### config.mk
export PLATFORM = sky130hd
export DESIGN_NAME = if_stage_flat
export DESIGN_NICKNAME = d
export VERILOG_FILES = /design/src/rtl/if_stage_pkg.sv /design/src/rtl/if_stage_if.sv /design/src/rtl/if_stage_r_if_id.sv /design/src/rtl/if_stage.sv /design/src/flat_wrapper.sv
export SDC_FILE = /design/constraint.sdc
export NUM_CORES = 1
export LEC_CHECK = 0
export BUFFER_PORTS_ARGS = -buffer_cell sky130_fd_sc_hd__buf_2
export CAP_MARGIN = 20
export CORE_ASPECT_RATIO = 1.2
export CORE_MARGIN = 5
export CORE_UTILIZATION = 50
export DETAILED_ROUTE_END_ITERATION = 10
export GPL_ROUTABILITY_DRIVEN = 0
export PLACE_DENSITY = 0.8
export SYNTH_ARGS = -nofsm -noshare
export SYNTH_HDL_FRONTEND = slang
export SYNTH_SLANG_ARGS = --single-unit
### constraint.sdc
create_clock -name i_clk -period 3.4 [get_ports i_clk]
set_input_delay 0.68 -clock i_clk [delete_from_list [all_inputs] [get_ports i_clk]]
set_output_delay 0.68 -clock i_clk [all_outputs]
set_load 0.05 [all_outputs]
### src/rtl/if_stage_pkg.sv
// if_stage_pkg -- constants shared by the instruction-fetch stage.
//   PC_W       : program counter / address width
//   RESET_PC   : address fetched first after reset
//   NOP_INSTR  : sll $0,$0,0, loaded into IF/ID on squash and at reset
//   PC_STEP    : byte increment between sequential instructions
//   jump_target(): J-type target built from the IF/ID PC+4 and instruction
package if_stage_pkg;

  localparam int PC_W = 32;

  localparam logic [PC_W-1:0] RESET_PC  = 32'h0000_0000;
  localparam logic [31:0]     NOP_INSTR = 32'h0000_0000;
  localparam logic [PC_W-1:0] PC_STEP   = 32'd4;

  // Upper nibble comes from the delay-slot PC+4, not from the jump's own PC.
  function automatic logic [PC_W-1:0] jump_target(input logic [PC_W-1:0] next_pc,
                                                  input logic [31:0]     instr);
    return {next_pc[31:28], instr[25:0], 2'b00};
  endfunction

endpackage

### src/rtl/if_stage_if.sv
// if_stage_if -- control, instruction-memory and IF/ID signals of the fetch stage.
//   slave  modport : seen by if_stage (control + imem data in; PC, IF/ID out)
//   master modport : seen by the surrounding pipeline / memory model
// Optional macro IF_PERF_CNT_EN adds o_fetch_cnt / o_stall_cnt.
interface if_stage_if;
  import if_stage_pkg::*;

  logic            i_stall;
  logic            i_flush;
  logic            i_jump;
  logic            i_branch_taken;
  logic [PC_W-1:0] i_branch_target;
  logic [PC_W-1:0] o_imem_addr;
  logic [31:0]     i_imem_data;
  logic [PC_W-1:0] o_next_pc;
  logic [31:0]     o_instr;
`ifdef IF_PERF_CNT_EN
  logic [31:0]     o_fetch_cnt;
  logic [31:0]     o_stall_cnt;
`endif

  modport slave (
    input  i_stall, i_flush, i_jump, i_branch_taken, i_branch_target, i_imem_data,
`ifdef IF_PERF_CNT_EN
    output o_fetch_cnt, o_stall_cnt,
`endif
    output o_imem_addr, o_next_pc, o_instr
  );

  modport master (
    output i_stall, i_flush, i_jump, i_branch_taken, i_branch_target, i_imem_data,
`ifdef IF_PERF_CNT_EN
    input  o_fetch_cnt, o_stall_cnt,
`endif
    input  o_imem_addr, o_next_pc, o_instr
  );

endinterface

### src/rtl/if_stage_r_if_id.sv
// R_IF_ID -- IF/ID pipeline register (PC+4 and instruction word).
//   i_clk, i_rst_n : clock, asynchronous active-low reset (loads NOP / 0)
//   i_pc4, i_instr : values captured when neither flushing nor holding
//   i_hold         : keep current contents
//   i_flush        : load NOP with PC+4 = 0; takes priority over i_hold
//   o_pc4, o_instr : registered contents
module R_IF_ID
  import if_stage_pkg::*;
(
  input  logic            i_clk,
  input  logic            i_rst_n,
  input  logic [PC_W-1:0] i_pc4,
  input  logic [31:0]     i_instr,
  input  logic            i_hold,
  input  logic            i_flush,
  output logic [PC_W-1:0] o_pc4,
  output logic [31:0]     o_instr
);

  logic [PC_W-1:0] pc4_q, pc4_d;
  logic [31:0]     instr_q, instr_d;

  always_comb begin
    pc4_d   = pc4_q;
    instr_d = instr_q;
    if (i_flush) begin
      pc4_d   = '0;
      instr_d = NOP_INSTR;
    end else if (!i_hold) begin
      pc4_d   = i_pc4;
      instr_d = i_instr;
    end
  end

  always_ff @(posedge i_clk or negedge i_rst_n) begin
    if (!i_rst_n) begin
      pc4_q   <= '0;
      instr_q <= NOP_INSTR;
    end else begin
      pc4_q   <= pc4_d;
      instr_q <= instr_d;
    end
  end

  assign o_pc4   = pc4_q;
  assign o_instr = instr_q;

endmodule

### src/rtl/if_stage.sv
// if_stage -- instruction fetch: PC register, next-PC mux and IF/ID register.
//   i_clk   : clock, rising edge
//   i_rst_n : asynchronous active-low reset (PC = RESET_PC, IF/ID = NOP)
//   bus     : if_stage_if.slave (stall/flush/jump/branch control, imem
//             address/data, registered o_next_pc / o_instr)
// Optional macro IF_PERF_CNT_EN adds fetch and stall counters on the bus.
module if_stage
  import if_stage_pkg::*;
(
  input  logic       i_clk,
  input  logic       i_rst_n,
  if_stage_if.slave  bus
);

  logic [PC_W-1:0] pc_q, pc_d;
  logic [PC_W-1:0] pc4;
  logic [PC_W-1:0] ifid_pc4;
  logic [31:0]     ifid_instr;
  logic            jump_go;
  logic            squash;

  assign pc4 = pc_q + PC_STEP;  // 32-bit wrap is intended

  // A jump seen during a stall is dropped; ID presents it again afterwards.
  assign jump_go = bus.i_jump && !bus.i_stall;
  assign squash  = bus.i_branch_taken || bus.i_flush || jump_go;

  always_comb begin
    pc_d = pc_q;
    if (bus.i_branch_taken)
      pc_d = bus.i_branch_target;
    else if (jump_go)
      pc_d = jump_target(ifid_pc4, ifid_instr);
    else if (!bus.i_stall)
      pc_d = pc4;
  end

  always_ff @(posedge i_clk or negedge i_rst_n) begin
    if (!i_rst_n) pc_q <= RESET_PC;
    else          pc_q <= pc_d;
  end

  R_IF_ID u_r_if_id (
    .i_clk   (i_clk),
    .i_rst_n (i_rst_n),
    .i_pc4   (pc4),
    .i_instr (bus.i_imem_data),
    .i_hold  (bus.i_stall),
    .i_flush (squash),
    .o_pc4   (ifid_pc4),
    .o_instr (ifid_instr)
  );

  assign bus.o_imem_addr = pc_q;
  assign bus.o_next_pc   = ifid_pc4;
  assign bus.o_instr     = ifid_instr;

`ifdef IF_PERF_CNT_EN
  logic [31:0] fetch_cnt_q, fetch_cnt_d;
  logic [31:0] stall_cnt_q, stall_cnt_d;

  always_comb begin
    fetch_cnt_d = fetch_cnt_q;
    stall_cnt_d = stall_cnt_q;
    // Counts only real words actually captured into IF/ID.
    if (!squash && !bus.i_stall && (bus.i_imem_data != NOP_INSTR))
      fetch_cnt_d = fetch_cnt_q + 32'd1;
    if (bus.i_stall)
      stall_cnt_d = stall_cnt_q + 32'd1;
  end

  always_ff @(posedge i_clk or negedge i_rst_n) begin
    if (!i_rst_n) begin
      fetch_cnt_q <= '0;
      stall_cnt_q <= '0;
    end else begin
      fetch_cnt_q <= fetch_cnt_d;
      stall_cnt_q <= stall_cnt_d;
    end
  end

  assign bus.o_fetch_cnt = fetch_cnt_q;
  assign bus.o_stall_cnt = stall_cnt_q;
`endif

endmodule

### src/flat_wrapper.sv
// flat-port wrapper written by rule: the top's interface ports become plain ports
module if_stage_flat import if_stage_pkg::*;
  (i_clk, i_rst_n, bus_i_stall, bus_i_flush, bus_i_jump, bus_i_branch_taken, bus_i_branch_target, bus_i_imem_data, bus_o_imem_addr, bus_o_next_pc, bus_o_instr);
  if_stage_if bus_i ();
  input  logic i_clk;
  input  logic i_rst_n;
  input wire logic [$bits(bus_i.i_stall)-1:0] bus_i_stall;
  input wire logic [$bits(bus_i.i_flush)-1:0] bus_i_flush;
  input wire logic [$bits(bus_i.i_jump)-1:0] bus_i_jump;
  input wire logic [$bits(bus_i.i_branch_taken)-1:0] bus_i_branch_taken;
  input wire logic [$bits(bus_i.i_branch_target)-1:0] bus_i_branch_target;
  input wire logic [$bits(bus_i.i_imem_data)-1:0] bus_i_imem_data;
  output wire logic [$bits(bus_i.o_imem_addr)-1:0] bus_o_imem_addr;
  output wire logic [$bits(bus_i.o_next_pc)-1:0] bus_o_next_pc;
  output wire logic [$bits(bus_i.o_instr)-1:0] bus_o_instr;
  assign bus_i.i_stall = bus_i_stall;
  assign bus_i.i_flush = bus_i_flush;
  assign bus_i.i_jump = bus_i_jump;
  assign bus_i.i_branch_taken = bus_i_branch_taken;
  assign bus_i.i_branch_target = bus_i_branch_target;
  assign bus_i.i_imem_data = bus_i_imem_data;
  assign bus_o_imem_addr = bus_i.o_imem_addr;
  assign bus_o_next_pc = bus_i.o_next_pc;
  assign bus_o_instr = bus_i.o_instr;
  if_stage u_core (.i_clk(i_clk), .i_rst_n(i_rst_n), .bus(bus_i));
endmodule
Word level (Yosys, flattened, before mapping)

Index checks and enable logic that the tools add are counted.

Output and inout port bits: 96
Input port bits: 70
Word-level logic and storage cells: 16
Flip-flop bits (word level): 96

Equal/unequal tests: 2
Reduce and logical (&&, ||, !) cells: 4
Muxes and demuxes: 6
Add/sub/neg operators: 1

Operators with widths:

| kind                                                                    | count |
|---|---|
| 32-bit 2-to-1 mux                                                       | 6 |
| 32-bit by 3-bit adder with 32-bit output, second input constant         | 1 |
| 3-bit by 1-bit inequality test with 1-bit output, second input constant | 1 |
| 1-bit logical OR                                                        | 2 |
| 2-bit by 1-bit inequality test with 1-bit output, second input constant | 1 |
| 1-bit logical AND                                                       | 1 |
| 1-bit logical NOT                                                       | 1 |

Depth between registers and ports, before layout

Gate-level depths: netlist of the first run.

Depth in word-level cells: 4
Mapped depth: 7

By module

A second synthesis of the first run with hierarchy kept.

Cells, all modules: 535
Area, all modules: 5298.8 sq um

By module, submodules not included:

| module   | sequential area each (sq um) | cells an instance | area each (sq um) | times used |
|---|---|---|---|---|
| if_stage | 800.8                        | 329               | 2687.6            | 1 |
| R_IF_ID  | 1601.5                       | 206               | 2611.3            | 1 |

Least setup slack after synthesis of the first run

OpenSTA, ideal clock, no wires.

Kind: reg-to-reg
Start: register u_core.pc_q[2] (netlist: u_core.bus.o_imem_addr[2])
End: register u_core.pc_q[22] (netlist: u_core.bus.o_imem_addr[22])
Setup time: 0.135 ns
Slack: 1.146 ns
Arrival time: 2.119 ns
Cell stages (with the launch flop): 7
Cell sequence: dfrtp_1 > ha_1 > nand3_1 > nor3_2 > or4b_1 > a21oi_1 > o31ai_1

Cells in the longest elaborated chain, start to end: 4

Ends and longest elaborated chain:

| item                                     | line           | source |
|---|---|---|
| from (decl)                              | if_stage.sv:15 | `logic [PC_W-1:0] pc_q, pc_d;` |
| from (signal assigned)                   | if_stage.sv:40 | `else pc_q <= pc_d;` |
| 32-bit by 3-bit adder with 32-bit output | if_stage.sv:22 | `assign pc4 = pc_q + PC_STEP;` |
| 32-bit 2-to-1 mux                        | if_stage.sv:34 | `else if (!bus.i_stall)` |
| 32-bit 2-to-1 mux                        | if_stage.sv:32 | `else if (jump_go)` |
| 32-bit 2-to-1 mux                        | if_stage.sv:30 | `if (bus.i_branch_taken)` |

No other way between the ends. The select of a mux whose other input is x is not followed.
A chain may end at the register's enable or synchronous reset.

Worst setup path in the final report of the first run

Start: input port bus_i_stall
End: register u_core.u_r_if_id.instr_q[18] (netlist: u_core.u_r_if_id.o_instr[18])

Cells in the longest elaborated chain, start to end: 4
Elaborated cells between the ends (all ways): 5

Ends and longest elaborated chain:

| item                                                                                                          | line                   | source |
|---|---|---|
| from (decl)                                                                                                   | flat_wrapper.sv:7      | `input wire logic [$bits(bus_i.i_stall)-1:0] bus_i_stall;` |
| 1-bit logical NOT                                                                                             | if_stage.sv:25         | `assign jump_go = bus.i_jump && !bus.i_stall;` |
| 1-bit logical AND                                                                                             | if_stage.sv:25         |  |
| 1-bit logical OR                                                                                              | if_stage.sv:26         | `assign squash = bus.i_branch_taken \|\| bus.i_flush \|\| jump_go;` |
| 2-bit by 1-bit inequality test with 1-bit output (no source line) / 32-bit 2-to-1 mux (equally long branches) | n/a                    |  |
| to (signal assigned)                                                                                          | if_stage_r_if_id.sv:41 | `instr_q <= instr_d;` |
| to (decl)                                                                                                     | if_stage_r_if_id.sv:21 | `logic [31:0] instr_q, instr_d;` |

Several ways; a longest one is shown, not always the timed one.

==> results of run 1 <==
[kinds of logic after synthesis]
group,Yosys count,share of synthesized area [%]
compound gates,155,22.8
xor+xnor,26,4.83
fa+ha+maj,1,0.265
buf+inv,44,3.66
flops,96,50.9
mux,5,1.11
simple gates,154,16.5
[path summary, 6_finish.rpt]
check	start	end	slack, ps	cells after the start
min	i_rst_n	u_core.u_r_if_id.o_instr[2]	330	1
max	bus_i_stall	u_core.u_r_if_id.o_instr[18]	1060	5
max reg2reg	u_core.bus.o_imem_addr[2]	u_core.bus.o_imem_addr[22]	1070	6
min reg2reg	u_core.u_r_if_id.o_pc4[13]	u_core.u_r_if_id.o_pc4[13]	480	2
max in group asynchronous	i_rst_n	u_core.u_r_if_id.o_instr[20]	2370	2
min in group i_clk	u_core.u_r_if_id.o_pc4[13]	u_core.u_r_if_id.o_pc4[13]	480	2
[metal layers]
metal	up-vias	global-route usage (%)
met3	49	5.26
met1	2170	32.0
li1	2070	-
met5	-	0
met4	0	13.9
met2	243	40.2
[sequential cells by signal, indices dropped and copies added (netlist names)]
register,count
u_core.u_r_if_id.o_pc4,32
u_core.bus.o_imem_addr,32
u_core.u_r_if_id.o_instr,32
[metrics by stage]
| stage | util [%] | instances | hold slack [ps] | setup slack (ps) |
|---|---|---|---|---|
| 2_1_floorplan | - | 481 | 384 | 1150 |
| 3_3_place_gp | 61.8 | 738 | 458 | 826 |
| 3_5_place_dp | 61.8 | 738 | 468 | 715 |
| 4_1_cts | 64.3 | 754 | 353 | 1090 |
| 5_1_grt | 64.4 | 755 | 374 | 898 |
| 6_report | 64.4 | 755 | 326 | 1060 |
[area by class of cell]
class                      count  area share, %
antenna                        1         0.0426
sequential                    96           40.9
clock buffer                  10           2.34
tap                          120           2.56
clock inverter                 6           1.53
inverter                       7          0.447
timing repair buffer         174           15.5
multi-input combinational    341           36.7
[cells in the mapped netlist (2+ instances only)]
library cell | number | area (µm²)
nor4_1 | 2 | 12.5
mux2_2 | 2 | 22.5
xor2_1 | 11 | 96.3
mux2i_1 | 3 | 30.0
nor2_1 | 17 | 63.8
nand2_1 | 71 | 267
buf_2 | 6 | 30.0
a31oi_1 | 2 | 12.5
a21oi_1 | 16 | 80.1
nor4b_1 | 2 | 17.5
a22oi_1 | 14 | 105
xnor2_1 | 15 | 131
dfrtp_1 | 96 | 2400
o31ai_1 | 4 | 30.0
nand4_1 | 12 | 75.1
nand2b_1 | 3 | 18.8
buf_1 | 4 | 15.0
nor2b_1 | 2 | 12.5
o221ai_1 | 15 | 131
and3_1 | 13 | 81.3
nor3_1 | 6 | 30.0
clkbuf_1 | 27 | 101
nor4_4 | 2 | 42.5
o21ai_0 | 50 | 250
and3_2 | 2 | 15.0
or2_1 | 2 | 12.5
inv_1 | 7 | 26.3
a22o_1 | 39 | 342
o211ai_1 | 2 | 15.0
nand3_1 | 15 | 75.1
o22ai_1 | 5 | 31.3
[where the power goes]
part	leakage, nW	internal, W	switching, W	total [W]
clock network	0.113	0.000437	0.000409	0.000846
logic	1.52	0.000149	0.000371	0.000520
registers	1.28	0.00119	0.0000825	0.00127
[critical path, stage by stage]
cell,delay [ps]
buf_2,500
nand2b_1,290
nor2_4,550
buf_4,410
a22o_1,200
==> flow_metrics.tcl, run 1 <==
set metrics [dict create \
    worstSetupPathType "in -> reg" \
    final_common_cell "buf_2" \
    clockBufferDepth 2 \
    syn_area_mm2 0.00472 \
    numClockSinks 96 \
    postCtsSetupRepairBufs 0 \
    clk_pin_slew_ps 100 \
    wl_um 14200 \
    arrival_ps 2660 \
    drt_first_pass_iters 5 \
    grt_usage_pct 25.1 \
    tightest_slew_ps 887 \
    routed_via_density 6.00 \
    htreeDepth 3 \
    cts_hold_buf 0 \
    gr-total-overflow 0 \
    num_vias 4532 \
    drive_gt1_share_pct 32.2 \
    outcome "finished clean" \
    wl_met3_um 1200 \
    die_x_um 98.7 \
    min_period_ps 2340 \
    top_layer "met4" \
    worstPathRequired_ps 3720 \
    cp-start-kind "primary input" \
    grt_pass1_wl_um 23100 \
    clk_latency_ps 370 \
    hold_class "in -> async" \
    maxSlewHeadroom_pct 40.6 \
    ir_drop_mv 0.236 \
    initial_core_util_pct 51.7 \
    wl_met2_um 6860 \
    synth_fp_nets 552 \
    cp-end-kind "register" \
    slew_violations 0 \
    synth.distinct_cells 45 \
    antenna_found_initial 1 \
    stdcell_area_mm2 0.00588 \
    fp.dieArea_mm2 0.0115 \
    portBuffers 165 \
    nets 700 \
    grt_pass1_vias 4608 \
    timing.final.crit_share_pct 68.9 \
    multiInputGateArea_mm2 0.00216 \
    m1WireLength_um 5630 \
    timing_hold_violations_final 0 \
    p_leak_nw 2.91 \
    synth_flop_cell "dfrtp_1" \
    critical_path.max_fanout 32 \
    ys_seq_area_share_pct 50.9 \
    synthCells 481 \
    finClkSkew_ps 10.5 \
    total_power_w 0.00264 \
    rsz0062_at_grt "no" \
    drv_cap 0 \
    areaGrowthSynthToFinish_pct 24.5 \
    ctsResizeCount 0 \
    power.density_mw_per_mm2 449 \
    yosysWarnings 0 \
    root_buffer "clkbuf_8" \
    drt_iter0_drc 348 \
    core_area_mm2 0.00913 \
    grt_max_degree 50 \
    placed_area_mm2 0.00565 \
    final_cell_mix "buf_2, dfrtp_1, nand2_1, o21ai_0, a22o_1" \
    drc 0 \
    synthArstFlopShare_pct 100 \
    wl_per_cell_um 18.9 \
    ant_nets 0 \
    ff_latch_area_mm2 0.00240 \
    dpl.hpwl_um 10400 \
    rows 38 \
    cts_tree "built" \
    die_h_um 116 \
    io_pins 166 \
    fillers 766 \
    ys_ff_latch 96 \
    cts_made_buffers 9 \
    avgSynthCellArea_um2 9.81 \
    tns_ps 0 \
    max_freq_mhz 427 \
    setup_viol 0 \
    synth_edf_count 0 \
]
Power figures use the tool's default switching activity.
==> run 2: changes to the inputs <==
--- a/config.mk
+++ b/config.mk
@@ -9,10 +9,10 @@
 export CAP_MARGIN = 20
 export CORE_ASPECT_RATIO = 1.2
 export CORE_MARGIN = 5
-export CORE_UTILIZATION = 50
+export CORE_UTILIZATION = 45
 export DETAILED_ROUTE_END_ITERATION = 10
 export GPL_ROUTABILITY_DRIVEN = 0
-export PLACE_DENSITY = 0.8
+export PLACE_DENSITY = 0.76
 export SYNTH_ARGS = -nofsm -noshare
 export SYNTH_HDL_FRONTEND = slang
 export SYNTH_SLANG_ARGS = --single-unit
==> constraint.sdc (replaced) <==
create_clock -name i_clk -period 2.13 [get_ports i_clk]
set_input_delay 0.426 -clock i_clk [delete_from_list [all_inputs] [get_ports i_clk]]
set_output_delay 0.426 -clock i_clk [all_outputs]
set_load 0.05 [all_outputs]
==> run 2 against run 1 <==
  * Final cell count grew 2.6%
  * Die area grew 10%
  * Worst hold slack lost 260 ps
  * Clock power grew 78%
  * Register-to-register slack lost 1000 ps
  * Sequential power grew 60%
  * Wire length grew 2.9%
  * Critical path depth grew 1
  * Global-route usage shrank 1.5 points
  * Via count grew 1.7%
  * Sequential cell count is the same
  * Count of clock-buffer cells in the layout grew 1
==> flow_metrics.tcl, run 2 (same netlist as run 1, synthesis figures left out) <==
set metrics [dict create \
    finClkSkew_ps 9.06 \
    stdcell_area_mm2 0.00602 \
    areaGrowthSynthToFinish_pct 27.6 \
    worstSetupPathType "reg -> reg" \
    grt_max_degree 66 \
    final_common_cell "buf_2" \
    ant_nets 0 \
    final_util_pct 57.8 \
    drt_iter0_drc 374 \
    drt_first_pass_iters 5 \
    ff_latch_area_mm2 0.00240 \
    arrival_ps 2270 \
    outcome "finished clean" \
    cts_tree "built" \
    power.density_mw_per_mm2 730 \
    routed_via_density 5.95 \
    clk_latency_ps 350 \
    io_pins 166 \
    maxSlewHeadroom_pct 33.6 \
    slew_violations 0 \
    hold_ws_ps 68.0 \
    num_vias 4611 \
    finalWorstSetupSlack_ps 68.6 \
    ir_drop_mv 0.403 \
    clk_pin_slew_ps 70 \
    drc 0 \
    clockBufferDepth 2 \
    rows 41 \
    placed_area_mm2 0.00573 \
    cp-end-kind "register" \
    grt_usage_pct 23.6 \
    die_h_um 122 \
    p_leak_nw 2.98 \
    htreeDepth 3 \
    min_period_ps 2060 \
    nets 710 \
    wl_per_cell_um 18.9 \
    drv_cap 0 \
    wl_um 14700 \
    post-place-ws_ps 137 \
    portBuffers 165 \
    worstPathRequired_ps 2330 \
    critical_path.max_fanout 7 \
    grt_pass1_wl_um 23000 \
    tns_ps 0 \
    cp-start-kind "register" \
    numClockSinks 96 \
    grt_pass1_vias 4550 \
    fp.dieArea_mm2 0.0126 \
    rsz0062_at_grt "no" \
    hold_class "in -> async" \
    drive_gt1_share_pct 33.5 \
    multiInputGateArea_mm2 0.00216 \
    core_area_mm2 0.0104 \
    timing.final.crit_share_pct 96.8 \
    root_buffer "clkbuf_16" \
    die_x_um 103 \
    setup_viol 0 \
    cts_made_buffers 9 \
    fillers 945 \
    cts_hold_buf 0 \
    tightest_slew_ps 994 \
    antenna_found_initial 2 \
    dpl.hpwl_um 10500 \
    gr-total-overflow 0 \
    initial_core_util_pct 45.3 \
    timing_hold_violations_final 0 \
    final_cell_mix "buf_2, dfrtp_1, nand2_1, o21ai_0, a22o_1" \
    max_freq_mhz 485 \
]
==> run 2: changes by cell type in the layout (fill, tap and decap cells not counted), sizes merged <==
cell,change
buf,+10
bufinv,-2
clkbuf,+1
clkinv,+1
clkinvlp,+1
diode,+1
inv,-1
==> run 2: layout make-up <==
class / count / share of cell area, %
Tap cell: 129 / 2.68
Clock buffer: 11 / 4.03
Clock inverter: 5 / 0.561
Antenna cell: 2 / 0.0832
Multi-Input combinational cell: 341 / 35.9
Timing Repair Buffer: 184 / 16.3
Inverter: 7 / 0.437
Sequential cell: 96 / 40.0
==> run 2: worst max-delay path, stage by stage, from the launching register on <==
cell and delay (ps):
dfrtp_2 420, ha_1 200, nand3_1 250, nor3_2 220
or4b_1 450, a21oi_1 270, o31ai_1 100
==> run 2: timing repair <==
item                       4_1_cts  5_1_grt
gates resized for setup          0        0
buffers inserted                 0        1
setup endpoints to repair        0        1
==> run 2: per-stage QoR <==
step,cells,power (W)
floorplan,481,0.00259
global placement,756,0.00289
detailed placement,756,0.00291
CTS,772,0.00441
global route,775,0.00455
finish,775,0.00440
==> run 2: path summary, 6_finish.rpt <==
kind / from / slack (ps) / depth (start not counted) / endpoint
max in group asynchronous: i_rst_n / 1390 / 2 / u_core.bus.o_imem_addr[2]
worst min register to register: u_core.u_r_if_id.o_pc4[19] / 480 / 2 / u_core.u_r_if_id.o_pc4[19]
min in group i_clk: bus_i_branch_target[18] / 280 / 3 / u_core.bus.o_imem_addr[18]
worst min-delay path: i_rst_n / 70 / 1 / u_core.u_r_if_id.o_instr[29]
worst max-delay path: u_core.bus.o_imem_addr[2] / 70 / 6 / u_core.bus.o_imem_addr[22]
worst max register to register: u_core.bus.o_imem_addr[2] / 70 / 6 / u_core.bus.o_imem_addr[22]
==> run 2: per-layer routing <==
metal	routed length (µm)	part of all wire, %	GRT usage, %
met5	0	0	0
met4	556	3.8	12.6
met3	1150	7.9	4.75
met2	7210	49	38.0
met1	5740	39	29.5
==> run 2: report_power, final <==
group / internal (W) / switching [W]
clock: 0.000821 / 0.000689
combinational: 0.000251 / 0.000609
sequential: 0.00190 / 0.000121
